## config.mk

```make
export PLATFORM = sky130hd
export DESIGN_NAME = id_hazard_scoreboard
export DESIGN_NICKNAME = d
export VERILOG_FILES = /design/src/rtl/wisc_pkg.sv /design/src/rtl/sb_stage.sv /design/src/rtl/id_hazard_scoreboard.sv
export SDC_FILE = /design/constraint.sdc
export NUM_CORES = 1
export LEC_CHECK = 0
export CORE_MARGIN = 2
export CORE_UTILIZATION = 38
export CTS_BUF_LIST = sky130_fd_sc_hd__clkbuf_2 sky130_fd_sc_hd__clkbuf_4 sky130_fd_sc_hd__clkbuf_8
export CTS_CLUSTER_SIZE = 30
export DETAILED_ROUTE_END_ITERATION = 16
export GPL_TIMING_DRIVEN = 0
export PLACE_DENSITY = 0.83
export SYNTH_ARGS = -nofsm -noshare
export SYNTH_HDL_FRONTEND = slang
export SYNTH_SLANG_ARGS = --single-unit
```

## constraint.sdc

```tcl
create_clock -name clk -period 1.5 [get_ports clk]
set_input_delay 0.3 -clock clk [delete_from_list [all_inputs] [get_ports clk]]
set_output_delay 0.3 -clock clk [all_outputs]
set_load 0.005 [all_outputs]
```

## src/rtl/wisc_pkg.sv

```systemverilog
// Shared WISC pipeline definitions: register-select geometry, hazard depth and
// the in-flight destination entry type used by the decode hazard scoreboard.
package wisc_pkg;

  localparam int REG_SEL_W   = 3;
  localparam int NUM_REGS    = 8;
  localparam int HAZ_DEPTH   = 2;
  localparam int STALL_CNT_W = 16;

  typedef struct packed {
    logic                 valid;
    logic [REG_SEL_W-1:0] regsel;
  } sb_entry_t;

endpackage : wisc_pkg

```

## src/rtl/sb_stage.sv

```systemverilog
// One tracked in-flight pipeline stage: a {valid, reg} flop pair with
// asynchronous active-low reset and a synchronous clear for redirects.
module sb_stage
  import wisc_pkg::*;
(
  input  logic      clk,
  input  logic      rst,
  input  logic      clear_i,
  input  sb_entry_t entry_i,
  output sb_entry_t entry_o
);

  // NOTE: sequential state uses non-blocking assignments so every stage in the
  // chain samples its neighbour's pre-edge value and the shift is order-free.
  always_ff @(posedge clk or negedge rst) begin
    if (!rst) begin
      entry_o <= '0;
    end else if (clear_i) begin
      entry_o <= '0;
    end else begin
      entry_o <= entry_i;
    end
  end

endmodule : sb_stage

```

## src/rtl/id_hazard_scoreboard.sv

```systemverilog
// Decode-stage RAW hazard scoreboard: stalls ID while a source register has an
// older write still in EX..MEM. Optional stall counter under ID_HAZARD_STATS_EN.
module id_hazard_scoreboard
  import wisc_pkg::*;
#(
  parameter int DEPTH = HAZ_DEPTH
) (
  input  logic                   clk,
  input  logic                   rst,
  input  logic                   id_valid,
  input  logic [REG_SEL_W-1:0]   read1regsel,
  input  logic [REG_SEL_W-1:0]   read2regsel,
  input  logic                   rd1_en,
  input  logic                   rd2_en,
  input  logic [REG_SEL_W-1:0]   dst_sel,
  input  logic                   dst_we,
  input  logic                   flush,
  output logic                   stall,
  output logic [NUM_REGS-1:0]    busy_mask,
  output logic [STALL_CNT_W-1:0] stall_cnt
);

  sb_entry_t e_q [DEPTH];
  sb_entry_t e_d [DEPTH];
  logic      match1;
  logic      match2;
  logic      accept;

  // Only older entries are compared, so an instruction never waits on itself.
  // NOTE: every always_comb output gets a default first so no path can infer a latch.
  always_comb begin
    match1    = 1'b0;
    match2    = 1'b0;
    busy_mask = '0;
    for (int i = 0; i < DEPTH; i++) begin
      if (e_q[i].valid) begin
        busy_mask[e_q[i].regsel] = 1'b1;
        if (e_q[i].regsel == read1regsel) match1 = 1'b1;
        if (e_q[i].regsel == read2regsel) match2 = 1'b1;
      end
    end
  end

  assign stall  = id_valid & ~flush & ((rd1_en & match1) | (rd2_en & match2));
  assign accept = id_valid & ~stall & ~flush;

  // A stalled decode enters EX as a bubble rather than a duplicate entry.
  always_comb begin
    e_d[0].valid  = accept & dst_we;
    e_d[0].regsel = dst_sel;
    for (int i = 1; i < DEPTH; i++) begin
      e_d[i] = e_q[i-1];
    end
  end

  for (genvar g = 0; g < DEPTH; g++) begin : g_stage
    sb_stage u_stage (
      .clk     (clk),
      .rst     (rst),
      .clear_i (flush),
      .entry_i (e_d[g]),
      .entry_o (e_q[g])
    );
  end

`ifdef ID_HAZARD_STATS_EN
  logic [STALL_CNT_W-1:0] stall_cnt_q;
  logic [STALL_CNT_W-1:0] stall_cnt_d;

  always_comb begin
    stall_cnt_d = stall_cnt_q;
    if (stall && (stall_cnt_q != {STALL_CNT_W{1'b1}})) begin
      stall_cnt_d = stall_cnt_q + {{(STALL_CNT_W-1){1'b0}}, 1'b1};
    end
  end

  always_ff @(posedge clk or negedge rst) begin
    if (!rst) begin
      stall_cnt_q <= '0;
    end else begin
      stall_cnt_q <= stall_cnt_d;
    end
  end

  assign stall_cnt = stall_cnt_q;
`else
  assign stall_cnt = '0;
`endif

endmodule : id_hazard_scoreboard

```

======== After elaboration in Yosys (flattened, before gate mapping) ========
Index checks and enable logic that the tools add are counted.
word-level totals
  flip-flop bits (word level) ............. 8
  output and inout bits ................... 25
  logic and storage cells ................. 41
operators by class
  $lt $le $gt $ge ......................... 4
  equality and inequality tests ........... 4
  mux-type cells .......................... 16
  bitwise logic cells ..................... 11
  reductions and logical operators ........ 2
operator list
  cell                                                                          number
  8-bit two-way mux                                                             2
  3-bit == test                                                                 4
  1-bit two-way mux                                                             10
  3-bit by 4-bit less-than comparator with 1-bit output, second input constant  2
  4-bit two-way mux                                                             2
  8-bit OR                                                                      1
  1-bit AND                                                                     7
  1-bit demux with 3-bit select                                                 2
  3-bit by 1-bit >= comparator with 1-bit output, second input constant         2
  1-bit logical AND                                                             2
  1-bit inverter                                                                2
  1-bit OR                                                                      1

======== Logic depth before layout (Yosys ltp) ========
  depth in word-level cells ............... 13
  mapped depth ............................ 5
  gate-level depth less buffers ........... 4

======== Cells and area by module ========
From an unflattened synthesis, not the netlist that was laid out.
second synthesis, totals
  cell total of the unflattened synthesis .. 78
  area, all modules ....................... 695.7 um2
modules (own cells, without submodules)
  module                instances  cells an instance  area each (um2)  sequential area each (um2)
  id_hazard_scoreboard  1          62                 445.4            0.0
  sb_stage              2          8                  125.1            100.1

======== Worst setup path after synthesis ========
OpenSTA, ideal clock, no wires.
  kind .................................... reg-to-output
  start point ............................. register g_stage[0].u_stage.entry_o[1] (netlist bit)
  end point ............................... output port stall
  arrival time ............................ 1039 ps
  required time ........................... 1200 ps
  slack ................................... 161 ps
  cell stages (with the launch flop) ...... 6
  path buffers ............................ 1
  cell sequence ........................... dfrtp_1 -> buf_4 -> xnor2_1 -> and4_1 -> o21ai_2 -> a21oi_1
between the ends
  word-level cells in the longest chain between the ends .. 8
  elaborated cells between the ends (all ways) .. 14
  classes of those cells .................. eq/ne: 2; mux: 8; bitwise: 4
RTL lines
  what                                  RTL line                                                text
  from (decl)                           sb_stage.sv:10                                          output sb_entry_t entry_o
  from (signal assigned)                sb_stage.sv:21                                          entry_o <= entry_i;
  3-bit == test (on tied branches)      id_hazard_scoreboard.sv:38, id_hazard_scoreboard.sv:39
  1-bit two-way mux (on tied branches)  id_hazard_scoreboard.sv:38, id_hazard_scoreboard.sv:39
  1-bit two-way mux                     id_hazard_scoreboard.sv:36                              if (e_q[i].valid) begin
  1-bit two-way mux (on tied branches)  id_hazard_scoreboard.sv:38, id_hazard_scoreboard.sv:39
  1-bit two-way mux                     id_hazard_scoreboard.sv:36
  1-bit AND                             id_hazard_scoreboard.sv:44                              assign stall = id_valid & ~flush & ((rd1_en & match1) | (rd2_en & match2));
  1-bit OR (*)                          id_hazard_scoreboard.sv:44
  1-bit AND (*)                         id_hazard_scoreboard.sv:44
  to (decl)                             id_hazard_scoreboard.sv:18                              output logic stall,
Mark *: on every way between the ends. The rest lies on a longest branch, timed or not.

======== Worst setup path after layout ========
  start point ............................. register g_stage[1].u_stage.entry_o[2] (netlist bit)
  end point ............................... output port stall
between the ends
  word-level cells in the longest chain between the ends .. 6
  elaborated cells between the ends (all ways) .. 10
  classes of those cells .................. eq/ne: 2; mux: 4; bitwise: 4
RTL lines
  what                                  RTL line
  from (decl)                           sb_stage.sv:10
  from (signal assigned)                sb_stage.sv:21
  3-bit == test (on tied branches)      id_hazard_scoreboard.sv:38, id_hazard_scoreboard.sv:39
  1-bit two-way mux (on tied branches)  id_hazard_scoreboard.sv:38, id_hazard_scoreboard.sv:39
  1-bit two-way mux                     id_hazard_scoreboard.sv:36
  1-bit AND                             id_hazard_scoreboard.sv:44
  1-bit OR (*)                          id_hazard_scoreboard.sv:44
  1-bit AND (*)                         id_hazard_scoreboard.sv:44
Marks and branches as above.

==> impl_metrics.tcl <==
set metrics [dict create \
    status "finished, violations left" \
    violations "negative setup slack" \
    dieArea_um2 2190 \
    ir_worst_vdd_v 0.000394 \
    gp_congestion 0.718 \
    worst_clock_skew_ns 0.00191 \
    area_growth_syn_to_layout_pct 69.7 \
    finalMaxSlewViolations 0 \
    arrival_ns 1.44 \
    synth_area_per_cell_um2 9.02 \
    antenna_found_initial 0 \
    drtPass1Iterations 2 \
    p_per_area_nw_per_um2 497 \
    synth_cell_types 19 \
    via_per_inst 4.47 \
    ios 41 \
    ctsLongestPathBuffers 2 \
    layout_min_cycle_time_ns 1.74 \
    core_area_um2 1730 \
    core.rowCount 15 \
    path_max_fanout 7 \
    min_period_over_period_pct 116 \
    cp-end-kind "primary output" \
    layout.cells.non_filler 151 \
    h-tree-depth 1 \
    wl_um 1820 \
    power.total_w 0.000586 \
    insertion_delay_ns 0.24 \
    die_y_um 46.8 \
    ys_seq_area_share_pct 28.8 \
    finalNetCount 144 \
    place_inst 141 \
    cts-root-buf "clkbuf_4" \
    hold_viol_final 0 \
    finalSetupViolCount 7 \
    num-fill-cells 158 \
    required_ns 1.20 \
    cts_hold_buffers 0 \
    io_buffers 24 \
    clkSinkCount 8 \
    worstSetupPathType "reg -> out" \
    cp-start-kind "flip-flop" \
    r2r_slack_ns 0.23 \
    yosys_warnings 0 \
    insertedDiodeCount 0 \
    final_common_cell "buf_4" \
    cts_inserted_buffers 3 \
    drc 0 \
    syn_area_um2 694 \
    drv_cap 0 \
    grtUsageTotal_pct 16.9 \
    grt_pass1_vias 651 \
    fmax_mhz 574 \
    cts_tree "yes" \
    largest_register_ffs 8 \
    grt_max_degree 9 \
    rsz0062_at_grt "true" \
    top_regs "g_stage.u_stage.entry_o x8" \
    dpl.hpwl_um 1260 \
    regMostFlops "g_stage.u_stage.entry_o" \
    clk_pin_slew_ns 0.05 \
    p_leak_nw 0.558 \
    timing.hold.ws_ns 0.332 \
    floorplan.initialDensity_pct 40.2 \
    ys_ff_latch 8 \
    antenna_left 0 \
    grt_overflow 0 \
    vias 675 \
    routedWlPerCell_um 12.0 \
    synthCells 77 \
    drt-initial-drc-count 1 \
    grt_pass1_wl_um 2630 \
    final_cell_mix "buf_4 (21), conb_1 (16), clkdlybuf4s50_1 (9), buf_2 (9), xnor2_1 (8)" \
    fin_ws_ns -0.242 \
    hp-class "in -> async" \
    drive_above_1_share_pct 47.6 \
    die_width_um 46.8 \
]
cells by family after synthesis:
family	share of synthesized area (%)
and+or+nand+nor	22.9
buffers and inverters	21.8
xor gates and xnor gates	15.1
AOI/OAI and AO/OA	10.8
DFF	28.8
other	0.540
worst max-delay path: stages, from the launching register on:
cell	delay, ns
dfrtp_1	0.37
buf_6	0.14
xnor2_1	0.12
and4_1	0.21
o21ai_2	0.17
a21oi_2	0.07
buf_2	0.12
cells in the mapped netlist:
library cell,number,share of area [%]
dfrtp_1,8,29
a21oi_1,1,0.72
buf_2,1,0.72
and4bb_1,1,1.8
xnor2_1,12,15
or3_1,1,0.90
buf_4,19,21
conb_1,1,0.54
nor2b_1,7,6.3
o31ai_1,1,1.1
nand2b_2,1,1.3
nand2b_1,6,5.4
nand2_1,4,2.2
and4_1,4,5.0
o32ai_1,2,2.5
inv_1,1,0.54
o21ai_2,1,1.3
o21ai_1,1,0.72
o22ai_1,5,4.5
layer usage:
metal	share of wire, %	track usage [%]
met5	0	0
met4	2.3	10.6
met3	5.6	1.92
met2	57	33.1
met1	35	16.8
power by group:
part	switching [W]	internal (W)	total (W)
registers	0.00000990	0.000226	0.000235
logic	0.0000766	0.000121	0.000197
clock network	0.0000623	0.0000908	0.000153
through the flow:
step | setup TNS, ns | util (%) | setup WS, ns | instance area [µm²]
after global placement | -1.87 | 59.2 | -0.675 | 1020
after detailed placement | -2.05 | 59.2 | -0.707 | 1020
after global routing | -1.15 | 68.3 | -0.309 | 1180
after CTS | -0.578 | 63.3 | -0.242 | 1090
after floorplan | 0 | - | 0.161 | 751
final | -0.754 | 68.3 | -0.242 | 1180
worst paths after layout:
kind	from	end	depth (start not counted)
setup / recovery	g_stage[1].u_stage.entry_o[2]	stall	6
hold / removal	rst	g_stage[1].u_stage.entry_o[1]	1
setup reg to reg	g_stage[1].u_stage.entry_o[2]	g_stage[0].u_stage.entry_o[3]	5
hold reg to reg	g_stage[0].u_stage.entry_o[2]	g_stage[1].u_stage.entry_o[2]	2
max in group asynchronous	rst	g_stage[0].u_stage.entry_o[0]	1
min in group clk	dst_sel[0]	g_stage[0].u_stage.entry_o[0]	2
cell type report:
| cell class | instances | area (µm²) | area share, % |
|---|---|---|---|
| inverter | 1 | 3.75 | 0.318 |
| clock buffer | 3 | 22.5 | 1.91 |
| timing repair buffer | 31 | 248 | 21.0 |
| buffer | 20 | 165 | 14.0 |
| multi-input combinational | 63 | 507 | 43.0 |
| sequential | 8 | 201 | 17.1 |
| tap | 25 | 31.3 | 2.65 |
what timing repair did:
action | 4_1_cts | 5_1_grt
resized for setup | 56 | 13
endpoints found under the setup margin | 9 | 9
setup buffers | 4 | 3
pin swaps | 14 | 6
endpoints found under the hold margin | 0 | 0
Power figures use the tool's default switching activity.
